`config.mk`:
```
export PLATFORM = sky130hd
export DESIGN_NAME = xc_pclmul_seq
export DESIGN_NICKNAME = d
export VERILOG_FILES = /design/src/rtl/xc_pclmul_seq.sv
export SDC_FILE = /design/constraint.sdc
export NUM_CORES = 1
export LEC_CHECK = 0
export BUFFER_PORTS_ARGS = -buffer_cell sky130_fd_sc_hd__buf_2
export CORE_UTILIZATION = 49
export DETAILED_ROUTE_END_ITERATION = 6
export PLACE_DENSITY_LB_ADDON = 0.1
export SYNTH_ARGS = -nofsm -noshare
export SYNTH_HDL_FRONTEND = slang
export SYNTH_SLANG_ARGS = --single-unit
```
`constraint.sdc`:
```
create_clock -name g_clk -period 3.9 [get_ports g_clk]
set_input_delay 0.195 -clock g_clk [delete_from_list [all_inputs] [get_ports g_clk]]
set_output_delay 0.195 -clock g_clk [all_outputs]
set_load 0.05 [all_outputs]
```
`src/rtl/xc_pclmul_seq.sv`:
```
// Iterative packed carry-less multiplier: XLEN/W independent lanes, STEP multiplier
// bits per lane per cycle, reporting the low or high half of each lane product.
module xc_pclmul_seq #(
  parameter int STEP = 1,
  parameter int XLEN = 32
) (
  input  logic            g_clk,
  input  logic            g_reset,
  input  logic            valid,
  input  logic            flush,
  input  logic [XLEN-1:0] rs1,
  input  logic [XLEN-1:0] rs2,
  input  logic [4:0]      pw,
  input  logic            hi,
  output logic            ready,
  output logic [XLEN-1:0] result
);

  localparam int AW  = $clog2(XLEN);
  localparam int AW2 = $clog2(2 * XLEN);
  localparam int CW  = $clog2(XLEN) + 1;

  typedef enum logic [1:0] {IDLE, BUSY, DONE} state_t;

  state_t              state, state_nxt;
  logic [XLEN-1:0]     a_q, b_q;
  logic [2:0]          lsh_q;
  logic                hi_q;
  logic [CW-1:0]       cnt, last_cnt;
  logic [2*XLEN-1:0]   acc, acc_nxt;
  logic                accept;

  // Lane width is XLEN >> lsh; lowest set pw bit wins, pw=0 falls back to full width.
  function automatic logic [2:0] decode_pw(input logic [4:0] p);
    decode_pw = 3'd0;
    for (int i = 4; i >= 0; i--)
      if (p[i]) decode_pw = 3'(i);
  endfunction

  // One iteration: fold multiplier bits i with i/STEP == c into each lane's 2W slice.
  function automatic logic [2*XLEN-1:0] step_acc(input logic [2*XLEN-1:0] acc_in,
                                                 input logic [XLEN-1:0] a,
                                                 input logic [XLEN-1:0] b,
                                                 input logic [2:0] lsh,
                                                 input logic [CW-1:0] c);
    logic [2*XLEN-1:0] r;
    r = acc_in;
    for (int si = 0; si < 5; si++) begin
      if (lsh == 3'(si)) begin
        for (int k = 0; k < (1 << si); k++)
          for (int i = 0; i < (XLEN >> si); i++)
            if (CW'(i / STEP) == c && b[AW'((XLEN >> si) * k + i)])
              for (int t = 0; t < (XLEN >> si); t++)
                r[AW2'(2 * (XLEN >> si) * k + i + t)] = r[AW2'(2 * (XLEN >> si) * k + i + t)]
                                                       ^ a[AW'((XLEN >> si) * k + t)];
      end
    end
    return r;
  endfunction

  function automatic logic [XLEN-1:0] select_half(input logic [2*XLEN-1:0] acc_in,
                                                  input logic [2:0] lsh,
                                                  input logic h);
    logic [XLEN-1:0] r;
    r = '0;
    for (int si = 0; si < 5; si++) begin
      if (lsh == 3'(si)) begin
        for (int k = 0; k < (1 << si); k++)
          for (int t = 0; t < (XLEN >> si); t++)
            r[AW'((XLEN >> si) * k + t)] =
              acc_in[AW2'(2 * (XLEN >> si) * k + t + (h ? (XLEN >> si) : 0))];
      end
    end
    return r;
  endfunction

  assign accept  = (state == IDLE) && valid && !flush && !g_reset;
  assign acc_nxt = step_acc(acc, a_q, b_q, lsh_q, cnt);

  // Final counter value: ceil(W/STEP)-1, one cycle minimum when W <= STEP.
  always_comb begin
    last_cnt = '0;
    for (int si = 0; si < 5; si++)
      if (lsh_q == 3'(si) && (XLEN >> si) > STEP)
        last_cnt = CW'((XLEN >> si) / STEP - 1);
  end

  always_ff @(posedge g_clk) begin
    if (g_reset) state <= IDLE;
    else         state <= state_nxt;
  end

  always_comb begin
    state_nxt = state;
    case (state)
      IDLE:    if (accept) state_nxt = BUSY;
      BUSY: begin
        if (flush || !valid)     state_nxt = IDLE;
        else if (cnt == last_cnt) state_nxt = DONE;
      end
      DONE:    state_nxt = IDLE;
      default: state_nxt = IDLE;
    endcase
  end

  always_comb begin
    ready  = (state == DONE) && !flush && !g_reset;
    result = ready ? select_half(acc, lsh_q, hi_q) : '0;
  end

  always_ff @(posedge g_clk) begin
    if (g_reset) begin
      cnt <= '0;
      acc <= '0;
    end else if (accept) begin
      cnt <= '0;
      acc <= '0;
    end else if (state == BUSY) begin
      cnt <= cnt + CW'(1);
      acc <= acc_nxt;
    end
  end

  // Operand capture happens only on acceptance; later input changes are ignored.
  always_ff @(posedge g_clk) begin
    if (accept) begin
      a_q   <= rs1;
      b_q   <= rs2;
      lsh_q <= decode_pw(pw);
      hi_q  <= hi;
    end
  end

endmodule

```
==> results.cfg <==
[setup_path]
rr_startpoint = cnt[0]
critPathCaptureType = register
critical-path-slowest-cell = ha_1
start_kind = register
crit_cells = 10
critPathKind = register to register
path_cells = ha_1 -> buf_4 -> and2_1 -> nand4_1 -> a211oi_1 -> nor3b_2 -> xnor2_2 -> mux2i_1 -> o211ai_1 -> a22o_1
rr_endpoint = acc[16]
worstPathMaxFanout = 11
crit_required_ns = 4.15
cp.arrival_ns = 3.76
reg2reg_slack_ns = 0.39
crit_family = simple AND/OR/NAND/NOR gates
timing.critical_path.buf_inv = 1
r2r_cells = 10
critPathMaxStageDelay_ns = 0.58

[yosys]
synth_top_cell_by_area = xnor2_1
synth_top_area_share_pct = 10.8
synthFlopType = dfxtp_1
ys_warn_count = 0
synth.most_common_cell = nand2_1
ys_ff_latch = 75
synth_edf_count = 36
async_reset_ff_share_pct = 0
syn_avg_cell_area_um2 = 7.26
yosys.cell_types.count = 88
synthCells = 1446
synth.top_cells.by_area = xnor2_1 11%, edfxtp_1 10%, nand3_1 7.6%, dfxtp_1 7.4%, nand2_1 6.1%
syn-cell-area_um2 = 10500
ys_seq_area_share_pct = 17.7
synth_commonest_cells = 170 x nand2_1, 160 x nand3_1, 130 x xnor2_1, 106 x clkbuf_1, 81 x nor2_1

[sta]
fin_crit_ns = 3.51
setup_viol = 0
slew_violations = 0
hold_ws_ns = 0.00650
hold_viol = 0
skew_ns = 0.0119
worst_pin_slew_ns = 1.03
rsz0062_at_grt = no
slew_headroom_pct = 31.2
post-route-period-util_pct = 90.0
max_freq_mhz = 285
tns_ns = 0

[global_routing]
grtUsageTotal_pct = 41.0
grt_max_degree = 46
grt_pass1_vias = 11000
overflow = 0
antenna_found_initial = 0
grt_pass1_wl_um = 67400

[cells_and_area]
drive_gt1_share_pct = 14.1
final_nets = 1548
antennaDiodeCount = 0
synthToLayoutAreaGrowth_pct = 10.3
fillers = 2059
final_area_um2 = 11600
fin_cells = 1750

[clocking]
worstSkewPairLatency_ns = 0.36
cts_tree = built
clkTransAtPathRegs_ns = 0.07
cts_buffer_depth = 2
cts_root_buf = clkbuf_16
htreeDepth = 3
postCtsResizedCells = 0
clkSinkCount = 75
numCtsBuffers = 9

[power]
total_power_mw = 2.17
ir_worst_vdd_v = 0.000199
power_density_nw_per_um2 = 188
p_leak_nw = 4.00

[placed_design]
dpl_cell_area_um2 = 11200
portBuffers = 58
place_inst = 1727
place.gp.congestion = 1.04
hpwl_um = 32000

[die]
initial_core_util_pct = 49.9
num_rows = 53
top_level_ports = 107
core_um2 = 21000
die_y_um = 148
fp.dieW_um = 148
dieArea_um2 = 22000

[flow_run]
maxCapViolations = 0

[outcome]
outcome = finished, violations left
violations = DRC

[hold_path]
min_path_cells = 1
min-delay-start = hi
holdPathEnd = hi_q
hp-class = input pin to register

[drt]
dr.pass1.iters = 7
drt-wirelength-per-cell_um = 25.5
vias_per_cell = 6.82
remaining_drc_errors = 2
drt_iter0_markers = 1819
drt-total-wl_um = 44600
vias = 11900
ant_nets = 0
==> placed cells by master, fill, tap and decap left out, types with 14 or more instances in the layout <==
master	synthesis	layout
o2111ai_1	18	18
nand4_1	34	34
nand2_1	170	170
dfxtp_1	39	39
a21oi_1	54	54
xor2_1	63	63
nand3_1	160	160
conb_1	1	16
buf_2	21	58
edfxtp_1	36	36
a31oi_1	17	17
a22oi_1	27	27
xnor3_1	14	14
and2_1	24	24
nor2_1	81	80
buf_4	17	98
nor3_1	69	69
xnor2_1	130	130
mux2i_1	23	23
o21ai_0	61	61
inv_1	21	21
==> final cells by class <==
class | instances | area, um2 | share of cell area [%]
Tap cell | 275 | 344 | 2.97
Timing Repair Buffer | 163 | 1100 | 9.46
Sequential cell | 75 | 1860 | 16.1
Clock inverter | 5 | 45.0 | 0.389
Inverter | 24 | 90.1 | 0.778
Multi-Input combinational cell | 1197 | 7870 | 68.0
Clock buffer | 11 | 275 | 2.38
==> report_power, final <==
group | switching (mW) | internal, mW
sequential | 0.0403 | 0.841
clock | 0.419 | 0.522
combinational | 0.241 | 0.110
==> stage by stage <==
step / worst slack, ns / utilization, %
after detailed placement: 0.556 / 53.3
after floorplan: -0.0472 / -
final: 0.391 / 55.1
after CTS: 0.529 / 55.1
after global placement: 0.600 / 53.3
after global routing: 0.195 / 55.1
==> flip-flops by register name (all words and copies together) (netlist names) <==
signal  flops
a_q        16
acc        31
b_q        16
cnt         6
hi_q        1
lsh_q       3
state       2
==> layer usage <==
| metal | share of wire (%) | global-route usage [%] | vias up |
|---|---|---|---|
| met5 | 0 | 0 | - |
| met4 | 5.5 | 21.3 | 0 |
| met1 | 39 | 52.9 | 5593 |
| met2 | 43 | 61.9 | 893 |
| li1 | - | - | 5265 |
| met3 | 13 | 11.6 | 188 |
==> kinds of logic after synthesis <==
| family | synth area share, % |
|---|---|
| muxes | 2.51 |
| AOI/OAI and AO/OA | 21.2 |
| buffers and inverters | 8.12 |
| DFF | 17.7 |
| other | 0.0357 |
| and+or+nand+nor | 29.5 |
| xor gates and xnor gates | 20.4 |
| adders and majority gates | 0.477 |
==> how the worst max path moves through the flow <==
stage | to | from
5_1_grt | acc[16] | cnt[0]
4_1_cts | acc[26] | cnt[0]
3_5_place_dp | acc[26] | cnt[0]
2_1_floorplan | result[6] | lsh_q[1]
3_3_place_gp | acc[26] | cnt[1]
6_report | acc[16] | cnt[0]
==> repair_timing <==
| action | CTS | global route |
|---|---|---|
| hold buffers | 7 | 0 |
| buffers inserted | 0 | 0 |
| hold endpoints to repair | 7 | 0 |
| setup endpoints to repair | 0 | 0 |
Note: power is estimated with default switching activity, not from simulation.
